==> src/rtl/prefetch_unit.sv <==
// Instruction prefetch unit.
//
// Fetches sequential 32-bit instructions from instruction memory into a small
// circular queue and hands them one per cycle to decode through a set of
// output registers. A redirect flushes the queue and restarts fetching at a
// new address.
//
// Ports
//   clk            : clock, all state updates on the rising edge
//   rst            : asynchronous active-low reset
//   imem_req       : fetch request valid (queue not full, no redirect)
//   imem_addr      : fetch address (current fetch PC)
//   imem_ack       : memory accepts the request; imem_rdata valid this cycle
//   imem_rdata     : instruction word at imem_addr
//   redirect       : control-flow change, flush and refetch
//   redirect_addr  : new fetch address, sampled while redirect=1
//   stall          : downstream hold; output registers keep their value
//   instr_out      : registered instruction to decode (NOP when not valid)
//   pc_out         : registered address of instr_out
//   pc_step_out    : registered pc_out + 4
//   instr_valid    : instr_out is a real fetched instruction
//   q_count        : current queue occupancy
module prefetch_unit #(
    parameter int unsigned     XLEN     = 32,
    parameter int unsigned     DEPTH    = 4,
    parameter logic [XLEN-1:0] RESET_PC = '0,
    parameter logic [31:0]     NOP      = 32'h00000013
) (
    input  logic                       clk,
    input  logic                       rst,
    output logic                       imem_req,
    output logic [XLEN-1:0]            imem_addr,
    input  logic                       imem_ack,
    input  logic [31:0]                imem_rdata,
    input  logic                       redirect,
    input  logic [XLEN-1:0]            redirect_addr,
    input  logic                       stall,
    output logic [31:0]                instr_out,
    output logic [XLEN-1:0]            pc_out,
    output logic [XLEN-1:0]            pc_step_out,
    output logic                       instr_valid,
    output logic [$clog2(DEPTH):0]     q_count
);

    localparam int unsigned PTR_W = $clog2(DEPTH);
    localparam int unsigned CNT_W = PTR_W + 1;

    // Queue storage; contents are only ever read behind a valid count, so no reset.
    logic [31:0]     instr_mem [DEPTH];
    logic [XLEN-1:0] pc_mem    [DEPTH];

    logic [XLEN-1:0]  fetch_pc_q, fetch_pc_d;
    logic [PTR_W-1:0] head_q, head_d;
    logic [PTR_W-1:0] tail_q, tail_d;
    logic [CNT_W-1:0] count_q, count_d;
    logic [31:0]      instr_q, instr_d;
    logic [XLEN-1:0]  pc_q, pc_d;
    logic [XLEN-1:0]  step_q, step_d;
    logic             valid_q, valid_d;

    logic push;
    logic pop;

    // Gated by rst so the request is low while reset is held.
    assign imem_req  = rst && !redirect && (count_q != CNT_W'(DEPTH));
    assign imem_addr = fetch_pc_q;

    assign push = imem_req && imem_ack;
    assign pop  = !stall && !redirect && (count_q != '0);

    assign instr_out   = instr_q;
    assign pc_out      = pc_q;
    assign pc_step_out = step_q;
    assign instr_valid = valid_q;
    assign q_count     = count_q;

    always_comb begin
        fetch_pc_d = fetch_pc_q;
        head_d     = head_q;
        tail_d     = tail_q;
        count_d    = count_q;
        instr_d    = instr_q;
        pc_d       = pc_q;
        step_d     = step_q;
        valid_d    = valid_q;

        if (redirect) begin
            // Redirect wins over push, pop and stall; same-cycle rdata is dropped.
            fetch_pc_d = redirect_addr;
            head_d     = '0;
            tail_d     = '0;
            count_d    = '0;
            instr_d    = NOP;
            valid_d    = 1'b0;
        end else begin
            if (push) begin
                fetch_pc_d = fetch_pc_q + XLEN'(4);
                tail_d     = tail_q + PTR_W'(1);
            end
            if (pop) begin
                instr_d = instr_mem[head_q];
                pc_d    = pc_mem[head_q];
                step_d  = pc_mem[head_q] + XLEN'(4);
                valid_d = 1'b1;
                head_d  = head_q + PTR_W'(1);
            end else if (!stall) begin
                // Empty and not stalled: bubble, PCs hold.
                instr_d = NOP;
                valid_d = 1'b0;
            end
            count_d = count_q + CNT_W'(push) - CNT_W'(pop);
        end
    end

    always_ff @(posedge clk) begin
        if (push) begin
            instr_mem[tail_q] <= imem_rdata;
            pc_mem[tail_q]    <= fetch_pc_q;
        end
    end

    always_ff @(posedge clk or negedge rst) begin
        if (!rst) begin
            fetch_pc_q <= RESET_PC;
            head_q     <= '0;
            tail_q     <= '0;
            count_q    <= '0;
            instr_q    <= NOP;
            pc_q       <= '0;
            step_q     <= XLEN'(4);
            valid_q    <= 1'b0;
        end else begin
            fetch_pc_q <= fetch_pc_d;
            head_q     <= head_d;
            tail_q     <= tail_d;
            count_q    <= count_d;
            instr_q    <= instr_d;
            pc_q       <= pc_d;
            step_q     <= step_d;
            valid_q    <= valid_d;
        end
    end

endmodule

==> config.mk <==
export PLATFORM = sky130hd
export DESIGN_NAME = prefetch_unit
export DESIGN_NICKNAME = d
export VERILOG_FILES = /design/src/rtl/prefetch_unit.sv
export SDC_FILE = /design/constraint.sdc
export NUM_CORES = 1
export LEC_CHECK = 0
export BUFFER_PORTS_ARGS = -buffer_cell sky130_fd_sc_hd__buf_2
export CORE_MARGIN = 2
export CORE_UTILIZATION = 29
export DETAILED_ROUTE_END_ITERATION = 6
export GPL_ROUTABILITY_DRIVEN = 0
export PLACE_DENSITY_LB_ADDON = 0.05
export SKIP_CTS_REPAIR_TIMING = 1
export SLEW_MARGIN = 20
export SYNTH_ARGS = -nofsm -noshare
export SYNTH_HDL_FRONTEND = slang
export SYNTH_SLANG_ARGS = --single-unit
==> constraint.sdc <==
create_clock -name clk -period 9.9 [get_ports clk]
set_clock_uncertainty 0.1 [all_clocks]
set_input_delay 2.475 -clock clk [delete_from_list [all_inputs] [get_ports clk]]
set_output_delay 2.475 -clock clk [all_outputs]
set_load 0.005 [all_outputs]
---- After elaboration in Yosys (flattened, before gate mapping) ----
Memories as Yosys holds them, arrays and structs flattened.
Cells that the tools add are included.
cells by class
  $add $sub $neg .......................... 6
  equal/unequal tests ..................... 2
  mux-type cells .......................... 15
  bitwise gates (word level) .............. 1
  reductions and logical operators ........ 11
operators with widths
  operator               count
  $mux 32                5
  $add 32x3->32 const B  2
  $mux 2                 4
  $logic_and 1x1->1      5
  $mux 1                 5
  $add 2x1->2 const B    2
  $reduce_bool 2->1      2
  $add 3x1->3            1
  $mux 3                 1
  $ne 3x2->1 const B     1
  $ne 3x3->1 const B     1
  $reduce_bool 3->1      1
  $sub 3x1->3            1
  $logic_not 1->1        2
  $reduce_and 2->1       1
  $not 1->1              1
word-level totals
  register bits ........................... 136
  RAM bits ................................ 256
  input bits .............................. 69
  output and inout port bits .............. 133
  word-level logic and storage cells ...... 45
  memories ................................ 2
memories
  memory     depth  width  rd ports  clocked after memory_dff  write ports  line  text
  instr_mem  4      32     1         0                         1            49    logic [31:0] instr_mem [DEPTH];
  pc_mem     4      32     1         0                         1            50    logic [XLEN-1:0] pc_mem [DEPTH];

---- Depth between registers and ports, before layout ----
Gate-level depths: netlist (run 1).
  depth in word-level cells ............... 7
  gate-level depth with buffers ........... 13
  depth with buffers taken out ............ 10

---- Worst setup path before layout (run 1) ----
Ideal clock, no wire load.
  kind .................................... input to output
  from .................................... input redirect
  to ...................................... output imem_req
  data arrival time ....................... 3.373 ns
  required time ........................... 7.325 ns
  path slack .............................. 3.952 ns
  stages .................................. 4
  path buffers ............................ 3
  cells stage by stage .................... clkbuf_1 > clkbuf_1 > buf_1 > nor3b_1
between the ends
  longest elaborated chain between the ends .. 3
RTL lines
  element                         line  text
  start: declaration              35    input logic redirect,
  $logic_not 1->1                 65    assign imem_req = rst && !redirect && (count_q != CNT_W'(DEPTH));
  $logic_and 1x1->1 (2 in a row)  65
  end: declaration                31    output logic imem_req,
Every way passes these cells.

---- Worst setup path in the final report (run 1) ----
Same ends and word-level chain as after synthesis.

==> impl_metrics.tcl, run 1 <==
set metrics [dict create \
    grt_pass1_vias 9735 \
    core_um2 53700 \
    path_class "in2out" \
    switchingPower_mw 1.32 \
    power_density_nw_per_um2 247 \
    rows 85 \
    fin_ws_ns 4.11 \
    tritoncts "yes" \
    io_buffers 201 \
    place_inst 1853 \
    yosysSeqAreaShare 0.703 \
    synth_fp_nets 1075 \
    initial_core_util 0.293 \
    combPwrFrac 0.178 \
    fp.dieW_um 237 \
    yosys-top-cells-count "edfxtp_1, nand2_1, dfrtp_1, mux4_2, o21ai_0" \
    syn_inst 997 \
    crit_slowest_cell "buf_4" \
    pwr-share-clk 0.365 \
    vias_per_cell 4.86 \
    io_pins 202 \
    dr.pass1.iters 5 \
    switching_share 0.282 \
    design_area_um2 18900 \
    power.total_mw 4.68 \
    maxCapViolCount 0 \
    placed_area_um2 17400 \
    irDropWorstVdd_v 0.000120 \
    ctsLongestPathBuffers 3 \
    synth_top_cell_area_share 0.489 \
    outcome "finished, final reports clean" \
    antenna_found_initial 0 \
    fmax_mhz 173 \
    synth_async_sr_flop_share 0.344 \
    yosysTopAreaCell "edfxtp_1" \
    worstSetupEndpointType "primary output" \
    netlist_top_cells_area "edfxtp_1, dfrtp_1, mux4_2, nand2_1, mux4_1" \
    grt_first_pass_wirelength_mm 64.9 \
    cellInternalPower_mw 3.36 \
    antenna_left 0 \
    rsz0062_at_grt "false" \
    layout.nets 1283 \
    cp_max_fo 45 \
    wire_per_inst_um 22.4 \
    holdCritPathClass "reg2reg" \
    grt_usage 0.156 \
    worstHoldStart "pc_step_out[13]" \
    netlist_area_um2 15700 \
    die-area_um2 56100 \
    worstMarginPinSlew_ns 1.01 \
    crit_arrival_ns 3.21 \
    avgSynthCellArea_um2 15.8 \
    synth_edf_count 256 \
    dieHeight_um 237 \
    start_kind "input port" \
    setup_viol 0 \
    timing.setup.tns_ns 0 \
    slew_headroom 0.325 \
    nFillCells 5170 \
    met2_usage 0.237 \
    p_leak_nw 7.21 \
    yosys.cell_count.top_type "edfxtp_1" \
    fin_crit_sh 0.584 \
    slew_violations 0 \
    drt_iter0_markers 632 \
    period_minus_slack_ns 5.79 \
    max_stage_delay_ns 0.27 \
    startpoint "redirect" \
    drt_wl_total_mm 43.5 \
    pwr-share-seq 0.456 \
    synth_ff_type "edfxtp_1" \
    busiest_layer "met2" \
    dpl.hpwl_mm 27.1 \
    use_met3 0.0290 \
    crit_chain "buf_2 > buf_4 > nor3b_1 > buf_2" \
    path_common_cell "buf_2" \
    vias 9437 \
    path_clk_slew_ns 0.06 \
    clk_latency_ns 0.58 \
    dp_slack_ns 3.51 \
    grt_start_max_net_pins 79 \
    ys_seq_elements 390 \
    numClockSinks 390 \
    use_met1 0.230 \
    root_buffer "clkbuf_16" \
    cts-htree-levels 2 \
    syn2layout_area_growth_pct 20.5 \
    hold_viol 0 \
    r2r-start "q_count[0]" \
    drive_gt1_frac 0.290 \
    gr-total-overflow 0 \
    final_cells 1940 \
    drc 0 \
    numCtsBuffers 46 \
    synth.distinct_cells 64 \
    ys_warn_count 0 \
    required_ns 7.33 \
]
area by class of cell:
cell class / instances / area (um^2) / area share
Sequential cell: 390 / 11100 / 0.584
Multi-Input combinational cell: 538 / 4320 / 0.228
Clock inverter: 27 / 293 / 0.0155
Antenna cell: 1 / 2.50 / 0.000132
Inverter: 14 / 53.8 / 0.00284
Timing Repair Buffer: 215 / 1120 / 0.0590
Clock buffer: 59 / 1220 / 0.0645
Tap cell: 696 / 871 / 0.0460
worst max-delay path: cells and delay by family:
family | cells | cell delay [ns]
buffers and inverters | 3 | 0.50
and+or+nand+nor | 1 | 0.23
metrics by stage:
stage	hold slack, ns	util
detailed placement	0.363	0.324
finish	0.370	0.352
global route	0.389	0.352
global placement	0.360	0.324
CTS	0.377	0.352
floorplan	0.370	-
flip-flops by register name, indices dropped and copies added, names as in the netlist:
| register | cells |
|---|---|
| pc_out | 32 |
| imem_addr | 32 |
| q_count | 3 |
| pc_step_out | 30 |
| instr_mem | 128 |
| head_q | 2 |
| instr_out | 32 |
| instr_valid | 1 |
| pc_mem | 128 |
| tail_q | 2 |
kinds of logic after synthesis:
group / count (synthesis) / synth area share
flops: 390 / 0.703
simple gates: 301 / 0.0956
compound gates: 145 / 0.0656
buf+inv: 69 / 0.0229
mux: 67 / 0.0964
xor+xnor: 16 / 0.00892
fa+ha+maj: 9 / 0.00764
final timing paths:
check / to / slack [ns] / cells past startpoint
setup / recovery: imem_req / 4.11 / 4
hold / removal: pc_step_out[13] / 0.37 / 2
setup reg to reg: q_count[2] / 6.01 / 11
hold reg to reg: pc_step_out[13] / 0.37 / 2
max in group asynchronous: instr_out[10] / 6.80 / 2
min in group asynchronous: pc_step_out[7] / 1.70 / 1
power groups by stage:
stage                     registers, mW  clock network (mW)  logic [mW]
final                              2.14                1.71       0.833
after global routing               2.17                1.83       0.933
after CTS                          2.14                1.76       0.856
after detailed placement           2.17                   0       0.855
after global placement             2.17                   0       0.852
after floorplan                    2.10                   0       0.528
layer usage:
| metal | part of all wire | routed length (um) | vias up |
|---|---|---|---|
| li1 | - | - | 4302 |
| met1 | 0.49 | 21200 | 4859 |
| met2 | 0.45 | 19600 | 229 |
| met3 | 0.047 | 2040 | 47 |
| met4 | 0.016 | 696 | 0 |
| met5 | 0 | 0 | - |
placed cells by master, fill, tap and decap left out, types with 6 or more instances in the layout:
master | Yosys | routed
clkinv_2 | 0 | 8
edfxtp_1 | 256 | 256
inv_1 | 13 | 12
a31oi_1 | 11 | 11
o21ai_0 | 43 | 43
clkbuf_16 | 0 | 47
o311ai_0 | 7 | 7
a21oi_1 | 10 | 10
nor4_1 | 12 | 12
xor2_1 | 7 | 7
xnor2_1 | 9 | 9
dfrtp_1 | 130 | 128
o31ai_1 | 6 | 6
a22o_1 | 30 | 30
clkinv_1 | 1 | 12
nor3_1 | 6 | 6
ha_1 | 8 | 8
mux4_2 | 53 | 53
buf_4 | 8 | 14
buf_2 | 7 | 200
or3_1 | 7 | 6
and3_1 | 12 | 12
nand3_1 | 21 | 21
nor2_1 | 31 | 31
nand2_1 | 157 | 157
nand4_1 | 11 | 11
clkbuf_1 | 30 | 12
o211ai_1 | 6 | 6
bufinv_16 | 0 | 6
a221o_1 | 11 | 11
or4_1 | 7 | 7
mux4_1 | 11 | 11
(Power assumes the default switching activity.)
==> run 2: changes to the inputs <==
==> constraint.sdc (replaced) <==
create_clock -name clk -period 4.84 [get_ports clk]
set_clock_uncertainty 0.1 [all_clocks]
set_input_delay 1.21 -clock clk [delete_from_list [all_inputs] [get_ports clk]]
set_output_delay 1.21 -clock clk [all_outputs]
set_load 0.005 [all_outputs]
==> run 2 against run 1 <==
Final cell count grew 0.26%. Critical path depth shrank 1. Total power grew 100%. Via count shrank 0.58%. Register-to-register slack lost 4.2 ns. Utilization grew 0.095 points. Hold slack lost 0.0015 ns. First-iteration DRC count grew 9.8%. Die area is the same. Critical path type unchanged. Critical endpoint unchanged. Largest cell class unchanged.
==> impl_metrics.tcl, run 2 (synthesis gave the netlist of run 1 again) <==
set metrics [dict create \
    outcome "finished, final reports clean" \
    crit_arrival_ns 2.06 \
    path_class "in2out" \
    antenna_found_initial 1 \
    initial_core_util 0.293 \
    antenna_left 0 \
    place_inst 1860 \
    dieHeight_um 237 \
    dr.pass1.iters 5 \
    fmax_mhz 297 \
    slew_violations 0 \
    ctsLongestPathBuffers 3 \
    setup_viol 0 \
    clk_latency_ns 0.57 \
    io_buffers 201 \
    core_um2 53700 \
    top_regs "instr_mem x128, pc_mem x128" \
    numClockSinks 390 \
    timing.setup.tns_ns 0 \
    grt_start_max_net_pins 71 \
    grt_pass1_vias 9821 \
    numCtsBuffers 45 \
    fin_util 0.353 \
    drc 0 \
    fin_crit_sh 0.695 \
    io_pins 202 \
    vias_per_cell 4.82 \
    power.total_mw 9.45 \
    drt_iter0_markers 694 \
    holdCritPathClass "reg2reg" \
    worstMarginPinSlew_ns 0.948 \
    p_leak_nw 7.23 \
    die-area_um2 56100 \
    layout.nets 1289 \
    root_buffer "clkbuf_16" \
    irDropWorstVdd_v 0.000233 \
    maxCapViolCount 0 \
    vias 9382 \
    syn2layout_area_growth_pct 20.8 \
    final_cells 1945 \
    hold_viol 0 \
    slew_headroom 0.368 \
    tritoncts "yes" \
    path_clk_slew_ns 0.05 \
    period_minus_slack_ns 3.37 \
    start_kind "input port" \
    power_density_nw_per_um2 498 \
    dpl.hpwl_mm 28.2 \
    rows 85 \
    nFillCells 5184 \
    drt_wl_total_mm 43.6 \
    wire_per_inst_um 22.4 \
    mostFrequentLayoutCells "edfxtp_1, buf_2, nand2_1" \
    gr-total-overflow 0 \
    fp.dieW_um 237 \
    grt_usage 0.158 \
    worstSetupEndpointType "primary output" \
    rsz0062_at_grt "false" \
    cts-htree-levels 2 \
    cp_max_fo 35 \
    layout_commonest_cell "edfxtp_1" \
    whs_ns 0.369 \
    drive_gt1_frac 0.298 \
    grt_first_pass_wirelength_mm 65.9 \
    required_ns 3.53 \
]
==> run 2: worst paths after layout <==
kind | slack, ns | end | start | cells after the start
setup reg to reg | 1.84 | pc_step_out[29] | head_q[1] | 6
min in group asynchronous | 0.45 | pc_out[8] | rst | 1
hold / removal | 0.37 | pc_out[12] | pc_out[12] | 2
hold reg to reg | 0.37 | pc_out[12] | pc_out[12] | 2
max in group asynchronous | 2.88 | pc_out[25] | rst | 2
setup / recovery | 1.47 | imem_req | rst | 3
==> run 2: metal layers <==
metal	wire, um	GRT usage	share of wire
met1	21900	0.237	0.50
met4	1020	0.0458	0.023
met5	0	0	0
met3	1750	0.0304	0.040
met2	18900	0.231	0.43
==> run 2: per-stage QoR <==
stage	worst slack (ns)	instance area (um^2)
2_1_floorplan	0.490	15700
3_3_place_gp	1.09	17500
3_5_place_dp	1.10	17500
4_1_cts	1.44	19000
5_1_grt	1.39	19000
6_report	1.47	19000
==> run 2: power by group <==
part	switching, mW	total [mW]	internal [mW]	leakage (nW)
Sequential	0.371	4.36	3.99	4.00
Combinational	0.937	1.72	0.786	2.52
Clock	1.38	3.37	1.99	0.705
Total	2.69	9.45	6.76	7.23
==> run 2: area by class of cell <==
type	count	area, um^2	area share
Multi-Input combinational cell	538	4320	0.228
Clock buffer	61	1260	0.0663
Antenna cell	1	2.50	0.000132
Sequential cell	390	11100	0.582
Timing Repair Buffer	222	1220	0.0643
Clock inverter	23	204	0.0107
Tap cell	696	871	0.0459
Inverter	14	53.8	0.00283
==> run 2: critical path, cell delays in order <==
cell	delay, ns
buf_6	0.30
nor3b_1	0.33
buf_2	0.17
==> run 3: changes to the inputs <==
==> constraint.sdc (replaced) <==
create_clock -name clk -period 3.3 [get_ports clk]
set_clock_uncertainty 0.1 [all_clocks]
set_input_delay 0.825 -clock clk [delete_from_list [all_inputs] [get_ports clk]]
set_output_delay 0.825 -clock clk [all_outputs]
set_load 0.005 [all_outputs]
==> run 3 against run 2 <==
First-iteration DRC count shrank 20%. Combinational power up 56%. Sequential share of layout area shrank 0.89 points. Routed wire length is essentially flat. Final cell count rose by 1.3%. Critical path depth grew 3. Sequential power is 45% higher. Critical path type is now reg2reg. Critical endpoint is now pc_step_out[26].
==> impl_metrics.tcl, run 3 (synthesis gave the netlist of run 1 again) <==
set metrics [dict create \
    numCtsBuffers 46 \
    worstSetupEndpointType "flip-flop" \
    clk_latency_ns 0.57 \
    mostFrequentLayoutCells "edfxtp_1, buf_2, nand2_1" \
    crit_slowest_cell "or4_1" \
    fin_crit_sh 0.841 \
    fp.dieW_um 237 \
    grt_first_pass_wirelength_mm 65.2 \
    startpoint "head_q[0]" \
    slew_violations 0 \
    path_clk_slew_ns 0.06 \
    period_minus_slack_ns 2.77 \
    drt_wl_total_mm 43.6 \
    initial_core_util 0.293 \
    drive_gt1_frac 0.310 \
    top_layer "met4" \
    die-area_um2 56100 \
    grt_pass1_vias 9883 \
    dp_slack_ns 0.441 \
    rrSetupSlack_ns 0.53 \
    worstMarginPinSlew_ns 0.758 \
    vias 9487 \
    wire_per_inst_um 22.1 \
    nFillCells 5152 \
    grt_start_max_net_pins 84 \
    multiInputGateArea_um2 4320 \
    path_class "reg2reg" \
    gr-total-overflow 0 \
    irDropWorstVdd_v 0.000338 \
    dr_wl_met3_mm 1.71 \
    rows 85 \
    syn2layout_area_growth_pct 22.7 \
    crit_family "simple AND/OR/NAND/NOR gates" \
    tritoncts "yes" \
    antenna_found_initial 1 \
    vias_per_cell 4.82 \
    root_buffer "clkbuf_16" \
    outcome "finished, final reports clean" \
    fin_ws_ns 0.526 \
    cts-htree-levels 2 \
    rr_worst_depth 6 \
    cp.depth 6 \
    layout.nets 1314 \
    timing.setup.tns_ns 0 \
    start_kind "flip-flop" \
    setup_viol 0 \
    crit_chain "buf_4 > mux4_2 > and4_1 > nand2_1 > or4_1 > a31oi_1" \
    fmax_mhz 360 \
    drt_iter0_markers 553 \
    p_leak_nw 7.39 \
    io_buffers 201 \
    wl_met1_mm 20.9 \
    crit_arrival_ns 3.17 \
    core_um2 53700 \
    cp.buffers_inverters 1 \
    layout_commonest_cell "edfxtp_1" \
    rsz0062_at_grt "false" \
    dr.pass1.iters 4 \
    grt_usage 0.156 \
    seqCellArea_um2 11100 \
    dpl.hpwl_mm 28.7 \
    power_density_nw_per_um2 725 \
    ctsLongestPathBuffers 3 \
    r2r-start "head_q[0]" \
    endpoint "pc_step_out[26]" \
    top_regs "instr_mem x128, pc_mem x128" \
    routed-wl-met2_mm 20.0 \
    hold_viol 0 \
    holdCritPathClass "in2async" \
    slew_headroom 0.495 \
    dieHeight_um 237 \
    reg2reg_to "pc_step_out[26]" \
    drc 0 \
    required_ns 3.69 \
    maxCapViolCount 0 \
    numClockSinks 390 \
    io_pins 202 \
    cp_max_fo 14 \
    max_stage_delay_ns 0.58 \
    antenna_left 0 \
]
==> run 3: cell types whose count changed in the layout (fill, tap and decap cells not counted), moves of 2 or more <==
cell	delta
buf_12	+8
buf_4	+16
clkbuf_1	+2
clkinv_8	+2
clkinvlp_4	-4
==> run 3: worst min path at each step <==
stage	from	endpoint	slack (ns)	cells after the start
after floorplan	pc_step_out[3]	pc_step_out[3]	0.37	2
after global placement	pc_out[4]	pc_out[4]	0.36	2
after detailed placement	instr_valid	instr_valid	0.36	2
after CTS	rst	instr_out[23]	0.31	2
after global routing	rst	instr_out[23]	0.32	2
final	rst	instr_out[23]	0.31	2
==> run 3: routing by layer <==
metal	GRT usage	vias up
li1	-	4367
met1	0.224	4841
met2	0.243	222
met3	0.0280	57
met4	0.0458	0
met5	0	-
==> run 3: metrics by stage <==
step           area, um^2  cells  utilization  hold slack [ns]  total power, mW
2_1_floorplan       15700    997            -            0.370             7.88
3_3_place_gp        17800   1884        0.331            0.357             9.18
3_5_place_dp        17800   1884        0.331            0.360             9.20
4_1_cts             19300   1969        0.359            0.306             14.2
5_1_grt             19300   1969        0.359            0.318             14.7
6_report            19300   1970        0.359            0.309             14.0
==> run 3: cell type report <==
cell class | count | area share
diodes | 1 | 0.000130
clock buffers | 64 | 0.0664
clock inverters | 21 | 0.0103
inverters | 14 | 0.00279
multi-input cells | 538 | 0.224
flip-flops and latches | 390 | 0.573
well taps | 696 | 0.0452
repair buffers | 246 | 0.0778
==> run 3: where the power goes <==
group	leakage, nW	internal (mW)	switching [mW]
clock network	0.724	2.94	2.02
logic	2.67	1.23	1.46
registers	4.00	5.85	0.481
